<file path="src/rtl/mem_swap_engine.sv">
// rtl/mem_swap_engine.sv - register-array memory with swap/copy engine and host port
module mem_swap_engine #(
    parameter int WIDTH  = 8,
    parameter int DEPTH  = 16,
    parameter int ADDR_W = $clog2(DEPTH)
) (
    input  logic              clk,
    input  logic              reset_n,
    input  logic              start,
    input  logic              mode,
    input  logic [ADDR_W-1:0] addr_a,
    input  logic [ADDR_W-1:0] addr_b,
    input  logic              wr_en,
    input  logic [ADDR_W-1:0] wr_addr,
    input  logic [WIDTH-1:0]  wr_data,
    input  logic [ADDR_W-1:0] rd_addr,
    output logic [WIDTH-1:0]  rd_data,
    output logic              busy,
    output logic              done,
    output logic              err,
    output logic [1:0]        phase
);

    typedef enum logic [2:0] {
        S_IDLE,
        S_LOAD,
        S_MOVE,
        S_STORE,
        S_DONE
    } state_t;

    // One extra bit so DEPTH itself is representable when it is a power of two.
    localparam logic [ADDR_W:0] DEPTH_L = DEPTH[ADDR_W:0];

    state_t             state_q, state_d;
    logic [WIDTH-1:0]   mem_q [DEPTH];
    logic [WIDTH-1:0]   tmp_q;
    logic [ADDR_W-1:0]  addr_a_q, addr_a_d;
    logic [ADDR_W-1:0]  addr_b_q, addr_b_d;
    logic               mode_q, mode_d;
    logic               done_q, done_d;
    logic               err_q, err_d;
    logic [1:0]         phase_q, phase_d;

    logic a_ok, b_ok, wr_ok, rd_ok;
    logic start_ok, start_bad;

    assign a_ok      = {1'b0, addr_a}  < DEPTH_L;
    assign b_ok      = {1'b0, addr_b}  < DEPTH_L;
    assign wr_ok     = {1'b0, wr_addr} < DEPTH_L;
    assign rd_ok     = {1'b0, rd_addr} < DEPTH_L;
    assign start_ok  = start && a_ok && b_ok;
    assign start_bad = start && !(a_ok && b_ok);

    // Next-state, operand latching and registered status decode.
    always_comb begin
        state_d  = state_q;
        addr_a_d = addr_a_q;
        addr_b_d = addr_b_q;
        mode_d   = mode_q;
        err_d    = 1'b0;
        case (state_q)
            S_IDLE: begin
                if (start_ok) begin
                    state_d  = S_LOAD;
                    addr_a_d = addr_a;
                    addr_b_d = addr_b;
                    mode_d   = mode;
                end
                err_d = start_bad;
            end
            S_LOAD:  state_d = mode_q ? S_STORE : S_MOVE;
            S_MOVE:  state_d = S_STORE;
            S_STORE: state_d = S_DONE;
            S_DONE:  state_d = S_IDLE;
            default: state_d = S_IDLE;
        endcase
        done_d = (state_d == S_DONE);
        case (state_d)
            S_LOAD:  phase_d = 2'd1;
            S_MOVE:  phase_d = 2'd2;
            S_STORE: phase_d = 2'd3;
            default: phase_d = 2'd0;
        endcase
    end

    // Control registers; reset aborts any operation in flight.
    always_ff @(posedge clk or negedge reset_n) begin
        if (!reset_n) begin
            state_q  <= S_IDLE;
            addr_a_q <= '0;
            addr_b_q <= '0;
            mode_q   <= 1'b0;
            done_q   <= 1'b0;
            err_q    <= 1'b0;
            phase_q  <= 2'd0;
        end else begin
            state_q  <= state_d;
            addr_a_q <= addr_a_d;
            addr_b_q <= addr_b_d;
            mode_q   <= mode_d;
            done_q   <= done_d;
            err_q    <= err_d;
            phase_q  <= phase_d;
        end
    end

    // Array and temp register: host writes only in IDLE, engine moves one word per state.
    always_ff @(posedge clk or negedge reset_n) begin
        if (!reset_n) begin
            for (int i = 0; i < DEPTH; i++) begin
                mem_q[i] <= '0;
            end
            tmp_q <= '0;
        end else begin
            case (state_q)
                S_IDLE: begin
                    if (wr_en && wr_ok) begin
                        mem_q[wr_addr] <= wr_data;
                    end
                end
                S_LOAD:  tmp_q           <= mem_q[addr_a_q];
                S_MOVE:  mem_q[addr_a_q] <= mem_q[addr_b_q];
                S_STORE: mem_q[addr_b_q] <= tmp_q;
                default: ;
            endcase
        end
    end

    assign rd_data = rd_ok ? mem_q[rd_addr] : '0;
    assign busy    = (state_q != S_IDLE);
    assign done    = done_q;
    assign err     = err_q;
    assign phase   = phase_q;

endmodule

</file>
<file path="config.mk">
export PLATFORM = sky130hd
export DESIGN_NAME = mem_swap_engine
export DESIGN_NICKNAME = d
export VERILOG_FILES = /design/src/rtl/mem_swap_engine.sv
export SDC_FILE = /design/constraint.sdc
export NUM_CORES = 1
export LEC_CHECK = 0
export CAP_MARGIN = 10
export CORE_MARGIN = 10
export CORE_UTILIZATION = 68
export CTS_CLUSTER_SIZE = 14
export DETAILED_ROUTE_END_ITERATION = 10
export PLACE_DENSITY = 0.87
export SETUP_SLACK_MARGIN = 0.5
export SLEW_MARGIN = 20
export SYNTH_ARGS = -nofsm -noshare
export SYNTH_HDL_FRONTEND = slang
export SYNTH_SLANG_ARGS = --single-unit
export TNS_END_PERCENT = 1
</file>
<file path="constraint.sdc">
create_clock -name clk -period 10.74 [get_ports clk]
set_clock_uncertainty 0.05 [all_clocks]
set_input_delay 3.222 -clock clk [delete_from_list [all_inputs] [get_ports clk]]
set_output_delay 3.222 -clock clk [all_outputs]
set_load 0.02 [all_outputs]
</file>
==> flow_metrics.py <==
metrics = {
    "sta": {
        "hold_violations": 0,
        "fin_tns_setup_ns": 0,
        "setup-violations-final": 0,
        "fmax_ghz": 0.113,
        "rsz0062_at_grt": "false",
        "tightestPinTransition_ns": 1.08,
        "drv_slew": 0,
        "timing.final.ws_setup_ns": 1.90,
        "whs_ns": 0.491,
        "fin_crit_sh_pct": 82.3,
        "fin_crit_ns": 8.84,
        "maxSlewHeadroom_pct": 27.4,
    },
    "setup_path": {
        "critPathKind": "in2out",
        "crit_arrival_ns": 5.57,
        "r2r_start": "state_q[0]$_DFF_PN0_",
        "cp-start-kind": "primary input",
        "cp_max_fo": 32,
        "end_kind": "primary output",
        "cp_data_required_time_ns": 7.47,
        "critical_path.startpoint": "rd_addr[1]",
    },
    "pwr": {
        "power.internal_mw": 2.66,
        "pwr-share-seq_pct": 27.3,
        "swShare_pct": 51.2,
        "p_clk_share_pct": 11.4,
        "power_frac_comb_pct": 61.2,
        "switchingPower_mw": 2.79,
        "p_per_area_mw_per_mm2": 398,
        "p_leak_nw": 5.15,
        "vdd_ir_drop_max_v": 0.000211,
    },
    "synthesis": {
        "netlist_area_mm2": 0.0128,
        "ys_types": 63,
        "async_flop_share_pct": 100,
        "synth_mux_area_share_pct": 33.9,
        "synth-simple-area-share_pct": 9.65,
        "synthFlopType": "dfrtp_1",
        "syn-instance-count": 1151,
        "ys_ff_latch": 151,
        "yosys_warnings": 0,
        "yosys.area_share.xor_xnor_pct": 0,
        "synth-compound-area-share_pct": 21.6,
        "synth-adder-area-share_pct": 0,
        "yosysSeqAreaShare_pct": 29.4,
        "synth_top_family_by_area": "multiplexers",
        "avgSynthCellArea_um2": 11.2,
        "synth_edf_count": 0,
        "synth_fp_nets": 1180,
    },
    "final_layout": {
        "diodes": 0,
        "nets": 1133,
        "finish.instance_area_mm2": 0.0137,
        "fill_cells": 1262,
        "area_growth_syn_to_layout_pct": 6.49,
        "drive_gt1_share_pct": 21.8,
    },
    "clock_network": {
        "ctsResizeCount": 0,
        "path_clk_slew_ns": 0.06,
        "cts_tree": "done",
        "clock_sinks": 151,
        "hold_buffers": 0,
        "h-tree-depth": 4,
        "cts_buffer_depth": 2,
        "numCtsBuffers": 17,
        "insertion_delay_ns": 0.44,
        "cts_setup_buffers": 0,
        "root_buffer": "clkbuf_16",
    },
    "status": {
        "outcome": "finished, final reports clean",
    },
    "global_route": {
        "grt_max_degree": 90,
        "grt_pass1_vias": 11948,
        "gr-total-overflow": 0,
        "grt_pass1_wl_um": 71600,
        "antenna_found_initial": 0,
        "track_usage_pct": 37.9,
    },
    "floorplanning": {
        "die_h_um": 157,
        "dieArea_mm2": 0.0248,
        "fp.dieW_um": 157,
        "ios": 42,
        "fp.coreArea_mm2": 0.0186,
        "core.rowCount": 50,
        "start_util_pct": 68.9,
    },
    "detailed_routing": {
        "wl_per_cell_um": 34.4,
        "ant_nets": 0,
        "drcViolationCount": 0,
        "first_pass_iters": 7,
        "drt_iter0_drc": 2887,
        "vias": 12183,
        "via_per_inst": 9.02,
        "totalWireLength_um": 46500,
    },
    "placed_design": {
        "place.gp.congestion": 1.03,
        "hpwlAfterDp_um": 31000,
        "io_buffer_count": 40,
        "preCtsSetupSlack_ns": 1.72,
        "placed_area_mm2": 0.0131,
    },
    "run": {
        "drv_cap": 0,
    },
    "hold_path": {
        "hold_path_class": "reg2reg",
        "worstHoldStart": "mode_q$_DFFE_PN0P_",
    },
}
worst paths after layout:
path | end | slack (ns) | cells past startpoint
max | rd_data[2] | 1.90 | 5
min reg2reg | mode_q$_DFFE_PN0P_ | 0.49 | 1
max reg2reg | flop | 7.25 | 5
min in group asynchronous | phase[1]$_DFF_PN0_ | 2.77 | 1
max in group asynchronous | async pin | 6.51 | 2
min | mode_q$_DFFE_PN0P_ | 0.49 | 1
final cells by class:
cell class / count / area, µm² / area share (%)
Inverter: 7 / 26.3 / 0.192
Clock buffer: 21 / 480 / 3.51
Multi-Input combinational cell: 867 / 8420 / 61.6
Sequential cell: 151 / 3780 / 27.7
Clock inverter: 11 / 123 / 0.896
Tap cell: 234 / 293 / 2.14
Timing Repair Buffer: 60 / 549 / 4.02
synthesized netlist by cell type (all sizes together), types with 2 or more instances:
| library cell | number | area (µm²) |
|---|---|---|
| dfrtp | 151 | 3780 |
| mux2i | 148 | 1660 |
| nor2 | 123 | 462 |
| a221o | 107 | 1070 |
| mux4 | 104 | 2340 |
| o221ai | 103 | 921 |
| buf | 78 | 487 |
| o21ai | 56 | 310 |
| nand2 | 53 | 199 |
| clkbuf | 48 | 183 |
| mux2 | 31 | 349 |
| nor3 | 22 | 135 |
| a21oi | 17 | 85.1 |
| a22oi | 14 | 110 |
| nand3 | 11 | 60.1 |
| inv | 7 | 26.3 |
| nand2b | 7 | 43.8 |
| a211o | 6 | 52.6 |
| and3 | 6 | 37.5 |
| nor4b | 5 | 50.0 |
| a22o | 4 | 35.0 |
| nand4 | 4 | 37.5 |
| nor2b | 4 | 25.0 |
| nor4 | 4 | 40.0 |
| nor4bb | 4 | 40.0 |
| or2 | 4 | 25.0 |
| o21a | 3 | 22.5 |
| o22a | 3 | 26.3 |
| o22ai | 3 | 18.8 |
| o31ai | 3 | 63.8 |
| a311oi | 2 | 17.5 |
| nand4b | 2 | 17.5 |
| o211a | 2 | 20.0 |
| or3b | 2 | 17.5 |
kinds of logic after synthesis:
kind of cell	after synthesis
buf+inv	133
mux	283
compound gates	326
flops	151
simple gates	257
other cells	1
stage by stage:
stage	utilization (%)	power, mW	instances
6_report	73.4	5.45	1351
5_1_grt	73.4	5.59	1351
4_1_cts	73.4	5.23	1351
3_5_place_dp	70.1	4.58	1319
3_3_place_gp	70.1	4.47	1319
2_1_floorplan	-	3.72	1151
layout by cell type (no fill, tap or decap), drive strengths merged, types with 5 or more instances in the layout:
| cell | Yosys | layout |
|---|---|---|
| o21ai | 56 | 56 |
| dfrtp | 151 | 151 |
| clkdlybuf4s50 | 0 | 38 |
| mux4 | 104 | 104 |
| nand2 | 53 | 53 |
| nand2b | 7 | 7 |
| nand3 | 11 | 11 |
| nor4b | 5 | 5 |
| a22oi | 14 | 14 |
| clkbuf | 48 | 21 |
| and3 | 6 | 6 |
| mux2i | 148 | 148 |
| nor3 | 22 | 22 |
| mux2 | 31 | 31 |
| inv | 7 | 7 |
| a211o | 6 | 6 |
| o221ai | 103 | 103 |
| a221o | 107 | 107 |
| clkinv | 0 | 5 |
| buf | 78 | 22 |
| nor2 | 123 | 123 |
| a21oi | 17 | 17 |
critical path: stages:
cell and delay, ns:
clkdlybuf4s50_1 0.45, buf_4 0.38, mux4_2 0.40, mux4_2 0.52, clkdlybuf4s50_1 0.57
per-layer routing:
metal,vias up,part of all wire (%),wire length [µm],global-route usage (%)
li1,4671,-,-,-
met1,5768,32,15000,47.0
met2,1390,42,19700,55.3
met3,354,18,8170,14.9
met4,0,7.7,3570,21.8
met5,-,0,0,0
power by group through the flow:
stage	Clock (mW)	Sequential, mW	Combinational [mW]
after floorplan	0	1.08	2.64
after global placement	0	1.39	3.08
after detailed placement	0	1.41	3.17
after CTS	0.617	1.41	3.20
after global routing	0.647	1.48	3.46
final	0.623	1.49	3.34
No activity file was read; power rests on OpenSTA's default activity.
